## config.mk

```make
export PLATFORM = sky130hd
export DESIGN_NAME = dec_nx_scan
export DESIGN_NICKNAME = d
export VERILOG_FILES = /design/src/rtl/dec_nx_scan_pkg.sv /design/src/rtl/dec_tick_div.sv /design/src/rtl/dec_nx_scan.sv
export SDC_FILE = /design/constraint.sdc
export NUM_CORES = 1
export LEC_CHECK = 0
export ABC_AREA = 1
export ABC_CLOCK_PERIOD_IN_PS = 2600
export CAP_MARGIN = 15
export CORE_MARGIN = 3
export CORE_UTILIZATION = 45
export CTS_BUF_LIST = sky130_fd_sc_hd__clkbuf_2 sky130_fd_sc_hd__clkbuf_4 sky130_fd_sc_hd__clkbuf_8
export CTS_CLUSTER_DIAMETER = 120
export CTS_CLUSTER_SIZE = 28
export DETAILED_ROUTE_END_ITERATION = 8
export PLACE_DENSITY = 0.72
export SETUP_SLACK_MARGIN = 0.15
export SYNTH_ARGS = -nofsm -noshare
export SYNTH_HDL_FRONTEND = slang
export SYNTH_SLANG_ARGS = --single-unit
```

## constraint.sdc

```tcl
create_clock -name clk -period 2.6 [get_ports clk]
set_input_delay 0.26 -clock clk [delete_from_list [all_inputs] [get_ports clk]]
set_output_delay 0.26 -clock clk [all_outputs]
set_load 0.02 [all_outputs]
```

## src/rtl/dec_nx_scan_pkg.sv

```systemverilog
// Shared definitions for the N-to-2^N decoder family: mode encodings and width helpers.
package dec_nx_scan_pkg;

    typedef enum logic [1:0] {
        MODE_DIRECT = 2'b00,
        MODE_THERM  = 2'b01,
        MODE_SCAN   = 2'b10,
        MODE_RSVD   = 2'b11
    } mode_e;

    function automatic int clog2(input int value);
        int result;
        result = 0;
        for (int i = 0; i < 31; i++) begin
            if ((32'sd1 <<< i) < value) begin
                result = i + 1;
            end
        end
        return result;
    endfunction

    // A counter always needs at least one bit, even when it only ever holds zero.
    function automatic int div_width(input int value);
        return (clog2(value) < 1) ? 1 : clog2(value);
    endfunction

endpackage

```

## src/rtl/dec_tick_div.sv

```systemverilog
// Enabled-cycle divider: emits a one-cycle step pulse every DIV enabled cycles.
module dec_tick_div
    import dec_nx_scan_pkg::*;
#(
    parameter int DIV = 4
) (
    input  logic clk,
    input  logic rst,
    input  logic clr,
    input  logic en,
    output logic step
);

    localparam int DW = div_width(DIV);
    localparam logic [DW-1:0] LAST = DW'(DIV - 1);

    logic [DW-1:0] count_r;
    logic          at_last_s;

    // Terminal-count detect and step pulse; clear takes priority over a step.
    always_comb begin
        at_last_s = (count_r == LAST);
        step      = en && !clr && at_last_s;
    end

    // Divider count: clears on request, otherwise advances only when enabled.
    always_ff @(posedge clk) begin
        if (rst) begin
            count_r <= {DW{1'b0}};
        end else if (clr) begin
            count_r <= {DW{1'b0}};
        end else if (en) begin
            if (at_last_s) begin
                count_r <= {DW{1'b0}};
            end else begin
                count_r <= count_r + DW'(1);
            end
        end else begin
            count_r <= count_r;
        end
    end

endmodule

```

## src/rtl/dec_nx_scan.sv

```systemverilog
// Registered N-to-2^N decoder with direct one-hot, thermometer and auto-scan modes.
module dec_nx_scan
    import dec_nx_scan_pkg::*;
#(
    parameter int N        = 2,
    parameter int SCAN_DIV = 4
) (
    input  logic                clk,
    input  logic                rst,
    input  logic                en,
    input  logic [1:0]          mode,
    input  logic [N-1:0]        sel,
    output logic [(2**N)-1:0]   y,
    output logic [N-1:0]        idx,
    output logic                valid,
    output logic                wrap
);

    localparam int OUTS = 2 ** N;

    logic [OUTS-1:0] y_r;
    logic [N-1:0]    idx_r;
    logic            valid_r;
    logic            wrap_r;
    mode_e           prev_mode_r;

    mode_e           mode_s;
    logic            entry_s;
    logic            scan_run_s;
    logic            step_s;
    logic [N-1:0]    idx_next_s;

    function automatic logic [OUTS-1:0] onehot(input logic [N-1:0] i);
        logic [OUTS-1:0] r;
        r    = {OUTS{1'b0}};
        r[i] = 1'b1;
        return r;
    endfunction

    function automatic logic [OUTS-1:0] therm(input logic [N-1:0] i);
        logic [OUTS-1:0] r;
        for (int j = 0; j < OUTS; j++) begin
            r[j] = (N'(j) <= i);
        end
        return r;
    endfunction

    // Scan control: entry whenever scan follows any other enabled mode, run otherwise.
    always_comb begin
        mode_s     = mode_e'(mode);
        entry_s    = en && (mode_s == MODE_SCAN) && (prev_mode_r != MODE_SCAN);
        scan_run_s = en && (mode_s == MODE_SCAN) && (prev_mode_r == MODE_SCAN);
        idx_next_s = idx_r + N'(1);
    end

    dec_tick_div #(
        .DIV (SCAN_DIV)
    ) u_tick_div (
        .clk  (clk),
        .rst  (rst),
        .clr  (entry_s),
        .en   (scan_run_s),
        .step (step_s)
    );

    // Output registers; en=0 blanks the outputs but keeps idx and prev_mode for resume.
    always_ff @(posedge clk) begin
        if (rst) begin
            y_r         <= {OUTS{1'b0}};
            idx_r       <= {N{1'b0}};
            valid_r     <= 1'b0;
            wrap_r      <= 1'b0;
            prev_mode_r <= MODE_DIRECT;
        end else if (!en) begin
            y_r     <= {OUTS{1'b0}};
            valid_r <= 1'b0;
            wrap_r  <= 1'b0;
        end else begin
            prev_mode_r <= mode_s;
            wrap_r      <= 1'b0;
            case (mode_s)
                MODE_DIRECT: begin
                    y_r     <= onehot(sel);
                    idx_r   <= sel;
                    valid_r <= 1'b1;
                end
                MODE_THERM: begin
                    y_r     <= therm(sel);
                    idx_r   <= sel;
                    valid_r <= 1'b1;
                end
                MODE_SCAN: begin
                    valid_r <= 1'b1;
                    if (entry_s) begin
                        y_r   <= onehot(sel);
                        idx_r <= sel;
                    end else if (step_s) begin
                        y_r    <= onehot(idx_next_s);
                        idx_r  <= idx_next_s;
                        wrap_r <= (idx_r == {N{1'b1}});
                    end else begin
                        // Rebuilt from idx so y reappears correctly after a pause.
                        y_r <= onehot(idx_r);
                    end
                end
                default: begin
                    y_r     <= {OUTS{1'b0}};
                    valid_r <= 1'b0;
                end
            endcase
        end
    end

    assign y     = y_r;
    assign idx   = idx_r;
    assign valid = valid_r;
    assign wrap  = wrap_r;

endmodule

```

==> results of run 1 <==
flip-flops by register name (all words and copies together) (netlist names):
signal,cells
y,4
wrap,1
u_tick_div.count_r,2
prev_mode_r,2
valid,1
idx,2
layer usage:
metal | GRT usage | wire length [µm] | part of all wire
met5 | 0 | 0 | 0
met1 | 0.216 | 740 | 0.46
met4 | 0.0829 | 34 | 0.021
met3 | 0.0352 | 74 | 0.046
met2 | 0.286 | 749 | 0.47
worst max-delay path by stage:
stage,slack [ns],endpoint,depth (start not counted)
2_1_floorplan,1.34,idx[1]$_SDFFE_PP0P_,8
3_3_place_gp,0.81,y[2]$_SDFF_PP0_,8
6_report,1.02,y[2]$_SDFF_PP0_,8
3_5_place_dp,0.77,y[2]$_SDFF_PP0_,8
4_1_cts,1.01,idx[0],1
5_1_grt,0.89,idx[0]$_SDFFE_PP0P_,9
power by group through the flow:
stage / Combinational (mW) / Sequential, mW / Clock (mW)
CTS: 0.0891 / 0.197 / 0.118
finish: 0.0895 / 0.197 / 0.117
global placement: 0.0884 / 0.201 / 0
floorplan: 0.0478 / 0.207 / 0
global route: 0.0997 / 0.198 / 0.130
detailed placement: 0.0880 / 0.201 / 0
final cells by class:
cell class,instances,area [µm²]
inverter,15,56.3
tap,16,20.0
clock buffer,3,22.5
fill,138,602
sequential,12,240
multi-input combinational,81,443
timing repair buffer,14,140
worst min-delay path: cells and delay by family, from the launching register on:
kind	cells	cell delay (ns)
compound gates	1	0.05
flops	1	0.33
simple gates	1	0.06
cell families (layout without fill, tap and decap cells):
family	after synthesis	after routing	share of synthesized area
simple gates	59	59	0.394
fa+ha+maj	5	5	0.0842
compound gates	17	17	0.118
buf+inv	16	32	0.0808
flops	12	12	0.323
per-stage QoR:
stage / instance area (µm²) / worst slack [ns] / total power [mW] / cells
floorplan: 743 / 1.34 / 0.255 / 109
global placement: 900 / 0.807 / 0.289 / 138
detailed placement: 900 / 0.770 / 0.289 / 138
CTS: 922 / 1.01 / 0.404 / 141
global route: 922 / 0.894 / 0.428 / 141
finish: 922 / 1.02 / 0.403 / 141
Yosys cell counts:
master     n
clkinv_1   1
nor2_2     1
nand2_4    1
nand2_2    1
nand3_2    1
o21ai_0    4
nand2_1   30
nand3_4    1
nor2_1     9
a211oi_1   1
ha_1       5
dfxtp_1   12
a21oi_1    9
o21ai_1    3
nor2_8     1
nand4_1    4
inv_1     14
clkbuf_1   1
nor3_1     2
nand3_1    8
==> flow_summary_export.csv, run 1 <==
group,metric,value,unit
outcome,status,"finished clean",
clock_network,ctsResizeCount,0,
power_and_ir_drop,combPwrFrac,0.222,
critical_path,rrSetupSlack,1.33,ns
power_and_ir_drop,seq_power_share,0.488,
critical_path,crit_family,"buffers and inverters",
synthesis,ys_types,20,
route,vias,753,
route,drt_iter0_markers,28,
synthesis,ys_ff_latch,12,
die,die_x,46.6,µm
sta,finalMaxSlewViolations,0,
clock_network,cts_tree,"yes",
global_route,grt.overflow.total,0,
critical_path,timing.rr.start,"idx[0]$_SDFFE_PP0P_",
sta,holdWs,0.485,ns
synthesis,ys.warnings.count,0,
clock_network,cts_buffer_depth,2,
placement,place.gp.congestion,0.863,
worst_hold_path,min_path_type,"reg -> reg",
worst_hold_path,whs_path_depth,2,
layout,area_growth,24.1,%
sta,rsz0062_at_grt,"no",
critical_path,crit_chain,"clkdlybuf4s50_1, nand2_2, nor2_8, nand2_4, nand3_2, inv_1, o21ai_1, a21oi_1",
synthesis,synth_area_leaders,"dfxtp_1, nand2_1, ha_1",
global_route,grt_max_degree,11,
critical_path,cp_max_fo,10,
layout,layout.nets,139,
die,die_h,46.6,µm
die,dieArea,0.00218,mm²
worst_hold_path,min_to,"prev_mode_r[1]$_SDFFE_PP0P_",
critical_path,cp.arrival,1.74,ns
clock_network,cts_setup_buffers,0,
sta,finalHoldViolations,0,
power_and_ir_drop,pwr_density_cell,437,mW/mm²
critical_path,rr_worst_depth,8,
route,antenna_left,0,
synthesis,ys_seq_area_frac,0.323,
sta,setup_viol,0,
critical_path,critPathSlowestCell,"clkdlybuf4s50_1",
sta,fin_crit_sh,0.607,
layout,diodes,0,
layout,final_cell_mix,"nand2_1, inv_1, clkdlybuf4s50_1",
global_route,grt_pass1_vias,629,
clock_network,clk_pin_slew_worst_paths,0.08,ns
synthesis,yosysTopAreaCellShare,0.323,
sta,fin_setup_tns,0,ns
layout,final_util,0.605,
clock_network,clockRootBuffer,"clkbuf_4",
route,drt_pre_antenna_iters,4,
die,num_io_pins,15,
clock_network,cts_buffers,3,
clock_network,clock_latency,0.27,ns
synthesis,netlist_instances,109,
route,viasPerCell,5.34,
global_route,antenna_found_initial,0,
die,coreArea,0.00152,mm²
power_and_ir_drop,netSwitchingPower,0.122,mW
placement,port_buffers,14,
global_route,grt_pass1_wl,2660,µm
sta,worstMarginPinSlew,0.341,ns
critical_path,endpoint_kind,"register",
placement,place_hpwl,1210,µm
global_route,grt_use_total,0.175,
critical_path,critPathLaunch,"mode[1]",
die,rows,14,
synthesis,syn_nets,121,
job,maxCapViolCount,0,
route,wl_per_cell,11.3,µm
layout,layout_commonest_cell,"nand2_1",
synthesis,avgSynthCellArea,6.82,µm²
power_and_ir_drop,p_clk_frac,0.290,
critical_path,slowest_delay,0.63,ns
synthesis,synth_area,743,µm²
critical_path,startpoint_type,"primary input",
power_and_ir_drop,internal_power,0.281,mW
critical_path,required,2.76,ns
clock_network,hold_buffers,0,
critical_path,path_class,"in -> reg",
sta,slew_headroom,0.772,
power_and_ir_drop,p_leak,0.432,nW
layout,drive_gt1_frac,0.0720,
power_and_ir_drop,max-vdd-ir-drop,0.248,mV
power_and_ir_drop,p_sw_frac,0.303,
route,wl,1600,µm
clock_network,cts_max_level,1,
die,start_util,0.488,
sta,period_needed,1.58,ns
route,drc,0,
clock_network,clkSinkCount,12,
worst_hold_path,hp-start,"prev_mode_r[1]$_SDFFE_PP0P_",
critical_path,r2r_end,"idx[1]$_SDFFE_PP0P_",
sta,clock.fmax,634,MHz
sta,finClkSkew,0.00133,ns
synthesis,yosysTopAreaCell,"dfxtp_1",
critical_path,path_buf_inv,2,
Power figures use the tool's default switching activity.
==> run 2, diff against run 1 <==
Settings changed: ABC_CLOCK_PERIOD_IN_PS 2600 to 1300, PLACE_DENSITY 0.72 to 0.75.
Clock period 2.6 ns to 1.3 ns, I/O delays scaled along.
==> run 2 against run 1 <==
Net effect: largest power group unchanged; critical endpoint is now idx[1]$_SDFFE_PP0P_; critical path type is now reg -> reg; non-clock buffer count grew 13; sequential share of layout area shrank 2.5 points; clock-buffer cell count up 1; register-to-register slack worse by 1.2 ns.
==> flow_summary_export.csv, run 2 (synthesis results as in run 1) <==
group,metric,value,unit
outcome,status,"finished clean",
sta,slew_headroom,0.795,
global_route,antenna_found_initial,0,
critical_path,crit_chain,"inv_2, nor2_4, nand3_4, inv_2, nor2_1, nor2_1, nand2_2, a21oi_2",
placement,dpl_cell_area,965,µm²
worst_hold_path,hp-start,"en",
sta,finalMaxSlewViolations,0,
worst_hold_path,whs_path_depth,3,
sta,finClkSkew,0.00933,ns
layout,drive_gt1_frac,0.266,
clock_network,clk_pin_slew_worst_paths,0.07,ns
route,drt_pre_antenna_iters,4,
critical_path,cp.arrival,1.39,ns
die,num_io_pins,15,
critical_path,path_buf_inv,2,
die,die_x,46.6,µm
placement,dp_cells,146,
placement,pre_cts_slack,-0.223,ns
placement,place_hpwl,1290,µm
clock_network,cts_max_level,1,
clock_network,cts_buffer_depth,2,
route,wl_per_cell,11.3,µm
die,coreArea,0.00152,mm²
route,drt_iter0_markers,25,
layout,finalNonFillerCells,155,
sta,fin_setup_tns,0,ns
layout,layout.nets,152,
worst_hold_path,min_to,"prev_mode_r[0]$_SDFFE_PP0P_",
layout,fillers,132,
global_route,grt_use_total,0.171,
sta,finalHoldViolations,0,
placement,port_buffers,14,
layout,stdcell_area,0.00107,mm²
die,die_h,46.6,µm
layout,area_growth,43.4,%
power_and_ir_drop,pwr_density_cell,842,mW/mm²
sta,setup_slack,0.115,ns
sta,setup_viol,0,
route,viasPerCell,5.10,
route,vias,791,
power_and_ir_drop,power.total,0.898,mW
critical_path,endpoint_kind,"register",
placement,place.gp.congestion,0.898,
critical_path,cp_max_fo,6,
critical_path,rr_worst_depth,8,
global_route,grt_max_degree,10,
critical_path,slowest_delay,0.35,ns
sta,clock.fmax,844,MHz
worst_hold_path,min_path_type,"in -> reg",
die,start_util,0.488,
sta,holdWs,0.326,ns
critical_path,required,1.50,ns
route,drc,0,
layout,diodes,0,
job,maxCapViolCount,0,
clock_network,cts_tree,"yes",
global_route,grt.overflow.total,0,
clock_network,cts_buffers,3,
die,rows,14,
sta,worstMarginPinSlew,0.307,ns
layout,final_cell_mix,"nand2_1, buf_4, inv_1",
sta,fin_crit_sh,0.911,
global_route,grt_pass1_vias,652,
layout,final_util,0.700,
critical_path,r2r_end,"idx[1]$_SDFFE_PP0P_",
clock_network,clock_latency,0.28,ns
clock_network,clockRootBuffer,"clkbuf_4",
critical_path,startpoint_type,"register",
critical_path,timing.rr.start,"prev_mode_r[1]$_SDFFE_PP0P_",
power_and_ir_drop,max-vdd-ir-drop,0.767,mV
clock_network,clkSinkCount,12,
layout,largest_reg_flops,4,
route,wl,1750,µm
critical_path,rrSetupSlack,0.12,ns
power_and_ir_drop,p_leak,0.548,nW
critical_path,critPathSlowestCell,"dfxtp_2",
global_route,grt_pass1_wl,2640,µm
sta,rsz0062_at_grt,"yes",
critical_path,crit_family,"simple AND/OR/NAND/NOR gates",
sta,period_needed,1.18,ns
die,dieArea,0.00218,mm²
critical_path,path_class,"reg -> reg",
route,antenna_left,0,
layout,layout_commonest_cell,"nand2_1",
## run 2: changes by cell type in the layout (fill, tap and decap cells not counted), sizes merged
cell and change:
clkbuf +1, dlygate4sd2 +11, clkdlybuf4s50 -11, clkinv -1, inv +1, buf +13
## run 2: timing repair
item	in CTS	in global routing
endpoints found under the setup margin	15	6
hold buffers	0	0
resized for setup	16	10
buffers inserted	3	2
pin swaps	2	6
## run 2: how the worst max path moves through the flow
stage	startpoint	to	slack (ns)	depth (start not counted)
after CTS	idx[1]$_SDFFE_PP0P_	idx[1]$_SDFFE_PP0P_	0.15	8
after global placement	mode[1]	y[2]$_SDFF_PP0_	-0.19	8
after floorplan	idx[1]$_SDFFE_PP0P_	idx[1]$_SDFFE_PP0P_	0.18	8
after detailed placement	mode[0]	y[3]$_SDFF_PP0_	-0.22	7
after global routing	prev_mode_r[1]$_SDFFE_PP0P_	idx[1]$_SDFFE_PP0P_	0.001	8
final	prev_mode_r[1]$_SDFFE_PP0P_	idx[1]$_SDFFE_PP0P_	0.12	8
## run 2: cell type report
class	instances	area, µm²	share of cell area
Tap cell	16	20.0	0.0188
Timing Repair Buffer	27	224	0.210
Inverter	15	56.3	0.0528
Clock buffer	4	36.3	0.0340
Multi-Input combinational cell	81	478	0.448
Sequential cell	12	251	0.236
## run 2: where the power goes
group	switching, mW	leakage (nW)	internal, mW
combinational	0.117	0.426	0.0875
sequential	0.0117	0.101	0.383
clock	0.128	0.0210	0.170
total	0.256	0.548	0.641
## run 2: metal layers
metal / track usage / routed length [µm]
met1: 0.192 / 771
met4: 0.0387 / 25
met2: 0.291 / 853
met3: 0.0820 / 102
met5: 0 / 0
## run 2: worst register-to-register path: stages, from the launching register on
cell and delay [ns]:
dfxtp_2 0.35, inv_2 0.04, nor2_4 0.18, nand3_4 0.14
inv_2 0.07, nor2_1 0.04, nor2_1 0.11, nand2_2 0.06
a21oi_2 0.12
==> run 3, diff against run 2 <==
Settings changed: CAP_MARGIN 15 to unset.
==> results of run 3 <==
Final layout, timing and power as in run 2 (identical DEF).
